<file path="src/rtl/serial_add_pkg.sv">
// Shared types and sizing helpers for the bit-serial adder sequencer.
package serial_add_pkg;

   typedef enum logic [1:0] {
      IDLE = 2'd0,
      RUN  = 2'd1,
      DONE = 2'd2
   } state_e;

   // Bit counter only has to reach WIDTH-1, so $clog2(WIDTH) bits suffice.
   function automatic int cnt_width(input int w);
      return (w < 2) ? 1 : $clog2(w);
   endfunction

endpackage

</file>
<file path="src/rtl/fullAdder.sv">
// Combinational 1-bit full-adder cell shared by the serial and ripple adders.
module fullAdder (
   input  logic a,
   input  logic b,
   input  logic c,
   output logic s,
   output logic co
);

   assign s  = a ^ b ^ c;
   assign co = (a & b) | (c & (a ^ b));

endmodule

</file>
<file path="src/rtl/serial_add_ctrl.sv">
// Bit-serial adder: one fullAdder cell reused LSB-first over WIDTH clocks.
// Build option: define SERIAL_ADD_SUB_EN to add the sub input (a-b mode).
module serial_add_ctrl
   import serial_add_pkg::*;
#(
   parameter int WIDTH = 8
) (
   input  logic             clk,
   input  logic             rst,
   input  logic             start,
   input  logic [WIDTH-1:0] a,
   input  logic [WIDTH-1:0] b,
   input  logic             cin,
`ifdef SERIAL_ADD_SUB_EN
   input  logic             sub,
`endif
   output logic             busy,
   output logic             done,
   output logic [WIDTH-1:0] sum,
   output logic             cout,
   output logic [1:0]       o_dbg_state
);

   localparam int CNT_W = cnt_width(WIDTH);
   localparam logic [CNT_W-1:0] LAST_CNT = CNT_W'(WIDTH - 1);

   state_e             r_state;
   logic [WIDTH-1:0]   r_a_sh;
   logic [WIDTH-1:0]   r_b_sh;
   logic [WIDTH-1:0]   r_sum_sh;
   logic [WIDTH-1:0]   r_sum;
   logic               r_carry;
   logic               r_cout;
   logic [CNT_W-1:0]   r_cnt;

   logic               w_s;
   logic               w_co;
   logic               w_accept;
   logic [WIDTH-1:0]   w_load_b;
   logic               w_load_c;
   logic [WIDTH-1:0]   w_sum_next;

`ifdef SERIAL_ADD_SUB_EN
   // Subtract as a + ~b + 1; the final carry then reads as "no borrow".
   assign w_load_b = sub ? ~b : b;
   assign w_load_c = sub ? 1'b1 : cin;
`else
   assign w_load_b = b;
   assign w_load_c = cin;
`endif

   fullAdder u_cell (
      .a  (r_a_sh[0]),
      .b  (r_b_sh[0]),
      .c  (r_carry),
      .s  (w_s),
      .co (w_co)
   );

   // Handshake: start is honoured only in IDLE or DONE; busy marks RUN,
   // done is high for exactly the single DONE cycle that presents sum/cout.
   assign w_accept   = start && (r_state == IDLE || r_state == DONE);
   assign w_sum_next = {w_s, r_sum_sh[WIDTH-1:1]};

   always_ff @(posedge clk) begin
      if (rst) begin
         r_state  <= IDLE;
         r_a_sh   <= '0;
         r_b_sh   <= '0;
         r_sum_sh <= '0;
         r_sum    <= '0;
         r_carry  <= 1'b0;
         r_cout   <= 1'b0;
         r_cnt    <= '0;
      end else begin
         case (r_state)
            IDLE, DONE: begin
               if (w_accept) begin
                  r_a_sh   <= a;
                  r_b_sh   <= w_load_b;
                  r_carry  <= w_load_c;
                  r_cnt    <= '0;
                  r_sum_sh <= '0;
                  r_state  <= RUN;
               end else begin
                  r_state  <= IDLE;
               end
            end
            RUN: begin
               r_a_sh   <= r_a_sh >> 1;
               r_b_sh   <= r_b_sh >> 1;
               r_sum_sh <= w_sum_next;
               r_carry  <= w_co;
               r_cnt    <= r_cnt + CNT_W'(1);
               if (r_cnt == LAST_CNT) begin
                  r_sum   <= w_sum_next;
                  r_cout  <= w_co;
                  r_state <= DONE;
               end
            end
            default: r_state <= IDLE;
         endcase
      end
   end

   assign busy        = (r_state == RUN);
   assign done        = (r_state == DONE);
   assign sum         = r_sum;
   assign cout        = r_cout;
   assign o_dbg_state = r_state;

endmodule
</file>
<file path="config.mk">
export PLATFORM = sky130hd
export DESIGN_NAME = serial_add_ctrl
export DESIGN_NICKNAME = d
export VERILOG_FILES = /design/src/rtl/serial_add_pkg.sv /design/src/rtl/fullAdder.sv /design/src/rtl/serial_add_ctrl.sv
export SDC_FILE = /design/constraint.sdc
export NUM_CORES = 1
export LEC_CHECK = 0
export BUFFER_PORTS_ARGS = -buffer_cell sky130_fd_sc_hd__buf_2
export CORE_AREA = 3 3 68 70
export CTS_BUF_LIST = sky130_fd_sc_hd__clkbuf_2
export DETAILED_ROUTE_END_ITERATION = 8
export DIE_AREA = 0 0 71 73
export PLACE_DENSITY = 0.62
export REMOVE_ABC_BUFFERS = 1
export SLEW_MARGIN = 20
export SYNTH_ARGS = -nofsm -noshare
export SYNTH_HDL_FRONTEND = slang
export SYNTH_SLANG_ARGS = --single-unit
</file>
<file path="constraint.sdc">
create_clock -name clk -period 2.6 [get_ports clk]
set_input_delay 0.39 -clock clk [delete_from_list [all_inputs] [get_ports clk]]
set_output_delay 0.39 -clock clk [all_outputs]
set_load 0.01 [all_outputs]
</file>
# Yosys cells after proc, flatten, opt, wreduce, memory -nomap -nowiden

Index checks and enable logic that the tools add are counted.

Multipliers: 0
Reduce and logical (&&, ||, !) cells: 7
Bitwise logic cells: 5
Shift-type cells: 0
Add/subtract/negate cells: 1
Order comparisons: 0
Equal/unequal tests: 5
Divide/modulo/power cells: 0
Mux-type cells: 13

Operators with widths:

| cell                                                  | count |
|---|---|
| case mux 8 bit (2 select lines)                       | 3 |
| two-way mux 8 bit                                     | 3 |
| case mux 3 bit (2 select lines)                       | 1 |
| case mux 2 bit (2 select lines)                       | 1 |
| AND reduction 2 bit                                   | 2 |
| adder 3 x 1 -> 3 bit, second input constant           | 1 |
| equality test 3 bit, second input constant            | 1 |
| two-way mux 3 bit                                     | 1 |
| AND 1 bit                                             | 2 |
| equality test 2 x 1 -> 1 bit, second input constant   | 1 |
| equality test 2 bit, second input constant            | 1 |
| logical NOT 2 bit                                     | 1 |
| two-way mux 1 bit                                     | 2 |
| two-way mux 2 bit                                     | 1 |
| inequality test 2 x 1 -> 1 bit, second input constant | 1 |
| inequality test 2 bit, second input constant          | 1 |
| case mux 1 bit (2 select lines)                       | 1 |
| nonzero test 2 bit                                    | 1 |
| OR reduction 2 bit                                    | 1 |
| XOR 1 bit                                             | 2 |
| logical AND 1 bit                                     | 1 |
| logical OR 1 bit                                      | 1 |
| OR 1 bit                                              | 1 |

Output and inout port bits: 13
Word-level logic and storage cells: 39
Register bits: 39
ROM bits: 0
Latch bits: 0
RAM bits: 0
Input port bits: 20
Memories: 0

# Depth between registers and ports, before layout

Word-level depth: 5
Gate-level depth with buffers: 7
Depth with buffers taken out: 5

# Cells and area by module

Synthesis repeated with hierarchy kept, for this count alone.

Cells, all modules: 190
Area total of the unflattened synthesis: 1619.1 sq um

Modules (own cells, without submodules):

| module          | sequential area each (sq um) | cells each | area an instance (sq um) | instances |
|---|---|---|---|---|
| serial_add_ctrl | 760.7                        | 189        | 1599.0                   | 1 |
| fullAdder       | 0.0                          | 1          | 20.0                     | 1 |

# Worst setup path after synthesis

Ideal clock, no wire load.

Path type: reg2out
From: register r_state[1], in the netlist o_dbg_state[1]
To: output busy
Path buffers: 3
Setup slack: 1.289 ns
Stages on the path, launching flop included: 6
Required time: 2.210 ns
Data arrival time: 0.921 ns
Path through: dfxtp_1 nand2b_1 buf_6 clkinv_2 buf_6 buf_6

Cells in the longest elaborated chain, start to end: 1

RTL lines:

| item                         | RTL line               | RTL |
|---|---|---|
| from (decl)                  | serial_add_ctrl.sv:27  | `state_e r_state;` |
| from (signal assigned)       | serial_add_ctrl.sv:67  | `r_state <= IDLE;` |
| from (signal assigned)       | serial_add_ctrl.sv:84  | `r_state <= RUN;` |
| from (signal assigned)       | serial_add_ctrl.sv:86  | `r_state <= IDLE;` |
| equality test 2 x 1 -> 1 bit | serial_add_ctrl.sv:106 | `assign busy = (r_state == RUN);` |
| to (decl)                    | serial_add_ctrl.sv:17  | `output logic busy,` |

No other way between the ends.

# Final worst setup path

Ends and elaborated chain as after synthesis.

==> impl_results.md <==
* Crit path max-delay family: buffers and inverters
* GR Layer Usage met1 at a little under a fifth
* Post-DP Area at 1760 sq um
* Sequential cell area at between 700 and 800 sq um
* Clock Skew at between 0.01 and 0.015 ns
* Worst Setup Start Kind: register
* Sum Neg Setup Slack at 0 ns
* Critical path cell sequence: nand2b_1 > buf_4 > clkinv_2 > buf_2
* PD cells at roughly 560 nW/um^2
* Max Slew Vio Count at 0
* CTS resizes at 0
* Critical Path End Type: output port
* CTS root buf: clkbuf_2
* Maxcap violations at 0
* Multi-input logic area at 741 sq um
* I/O Buffers at 32
* Clock transition at path regs at 0.19 ns
* CTS Buffer Depth at 2
* Register area share after synthesis at between 40% and 50%
* Combinational power share at a little over an eighth
* Post-DP HPWL at slightly above 2000 um
* Worst reg-to-reg setup slack at 0.91 ns
* Mapped Cells at 190
* Final setup fails at 0
* M3 GR Usage at roughly 5.5%
* Worst-path fanout max at 22
* Fin worst setup slack at 0.535 ns
* Initial Utilization at a little over 40%
* FMAX at approximately 480 MHz
* Placement Rows at 23
* Clock share of power at about a quarter
* Hold_buf cts at 0
* Avg Synthesized Cell Area at roughly 8.6 sq um
* Routed WL at between 3000 and 4000 um
* Final non-filler cell area at approximately 1800 sq um
* Clock sinks at 38
* Min Tclk post-route at between 2 and 2.5 ns
* H-tree levels at 2
* Ant diodes at 0
* Io pins at 33
* CP Class: reg -> out
* Sw Ratio at about 28%
* Pin count of the biggest net entering global routing at 39
* Max rail drop VDD at ~0.23 mV
* TritonCTS buffer count at 5
* GR Util met2 at 18.4%
* Buf/Inv on CP at 3
* FF+latch count, synth at 38
* GRT overflow at 0
* Critical path required time at ~2.2 ns
* Commonest non-fill, non-tap cell in the layout: nand2_1
* Post-CTS Setup Inserts at 0
* Most frequent cells in the layout: nand2_1 (45), dfxtp_1 (38), buf_2 (32)
* Switching pwr at approximately 290 uW
* Arr. time, crit path at ~1.7 ns
* LEAKAGE at 0.716 nW
* Sequential share of power at between 60 and 70%
* Routed Antenna Nets at 0
* # fillers at 440
* Slew HR at between 50 and 60%
* Routed vias/inst at about 5
* Layout cell share with drive strength beyond 1 at between 20% and 30%
* Period utilisation layout at approximately 79%
* Chip width at between 70 and 80 um
* Global route hottest layer: met2
* DRC at 0
* Initial antenna violation count at 0
* Area grow syn2layout at 9.72%
* Critical Path Max Stage Delay at 0.40 ns
* Status: completed
* RSZ-0062 raised after global routing: false
* DRT Pass-1 Iters at 4
* Synthesized area at roughly 1600 sq um
* Final Util at between 40 and 50%
* Final hold vios at 0
* Slew @ Worst Pin at approximately 0.74 ns
* Setup WS pre-CTS at slightly above 0.9 ns
* Vias in the first global route at 1,161
* Worst path slowest cell: dfxtp_1
* Total number of yosys warnings at 0
* DR iter-0 viols at 96
* Die area at about 5200 sq um
* Class of the worst hold path: in -> reg
* All-layer global routing usage at between 10% and 20%
* Power Internal at about 730 uW
* Cell variety after synth at 20
* Latest clock arrival within the worst-skew pair at approximately 0.38 ns
* Nets at ~240
* First-pass GRT wire length at 5440 um
* CORE AREA at ~4000 sq um
* WL/cell at approximately 11 um
* CTS tree: done
* Die H at between 70 and 80 um
* Vias at 1,315
* Final RePlAce weighted congestion at just over 0.7
* Worst Setup SP: o_dbg_state[1]
* Reg2reg start: r_cnt[0]
* Hold_sp: a[7]
-- per-layer routing --
metal / vias to the layer above / wire length [um]
li1: 698 / -
met1: 566 / 1500
met2: 45 / 1240
met3: 6 / 262
met4: 0 / 44
met5: - / 0
-- worst reg2reg max path: stages, from the launching register on --
cell and delay (ns):
dfxtp_1 0.40, ha_1 0.17, ha_1 0.39, nand3b_1 0.37, nand2_1 0.16, a21oi_1 0.08
-- layout make-up --
class                           count  share of cell area, %
Clock buffer                        5                   1.39
Clock inverter                      2                  0.558
Inverter                            1                  0.279
Multi-Input combinational cell    134                   41.3
Sequential cell                    38                   42.4
Tap cell                           50                   3.49
Timing Repair Buffer               36                   10.6
-- cell families (layout without fill, tap and decap cells) --
kind of cell | after synthesis | after routing | share of synthesized area [%]
buf+inv | 18 | 44 | 8.19
flops | 38 | 38 | 46.5
fa+ha+maj | 3 | 3 | 2.75
simple gates | 94 | 94 | 24.9
compound gates | 37 | 37 | 17.6
-- final timing paths --
| kind | endpoint | cells past startpoint |
|---|---|---|
| hold reg to reg | sum[6] | 2 |
| setup / recovery | busy | 4 |
| hold / removal | r_a_sh[7] | 3 |
| setup reg to reg | cout | 5 |
-- Yosys cell counts --
library cell | count | area (sq um)
buf_6 | 5 | 56.3
nand3b_1 | 1 | 7.51
nand2_1 | 45 | 169
a311oi_2 | 7 | 105
nand3_1 | 21 | 105
fa_1 | 1 | 20.0
ha_1 | 2 | 25.0
a311oi_1 | 8 | 70.1
clkinv_2 | 1 | 5.00
o21a_1 | 1 | 7.51
nand2b_1 | 3 | 18.8
buf_8 | 1 | 15.0
buf_2 | 4 | 20.0
nor2b_1 | 2 | 12.5
clkbuf_1 | 4 | 15.0
dfxtp_1 | 38 | 761
nand2_2 | 5 | 31.3
a21oi_1 | 21 | 105
buf_4 | 3 | 22.5
nor2_1 | 17 | 63.8
-- metrics by stage --
stage                     power [mW]  hold slack (ns)  cells
after floorplan                0.730            0.438    173
after global placement         0.783            0.440    259
after detailed placement       0.785            0.444    259
after CTS                       1.03            0.193    266
after global routing            1.07            0.178    266
final                           1.01            0.235    266
-- power groups by stage --
stage	clock network, mW	logic, mW	registers (mW)
finish	0.242	0.139	0.632
global route	0.280	0.158	0.637
CTS	0.258	0.141	0.632
detailed placement	0	0.141	0.644
global placement	0	0.140	0.643
floorplan	0	0.0899	0.640
-- flip-flops by register name, indices dropped and copies added (netlist names) --
name	cells
r_sum_sh	7
r_a_sh	8
o_dbg_state	2
r_b_sh	8
cout	1
sum	8
r_carry	1
r_cnt	3
Note: power is estimated with default switching activity, not from simulation.
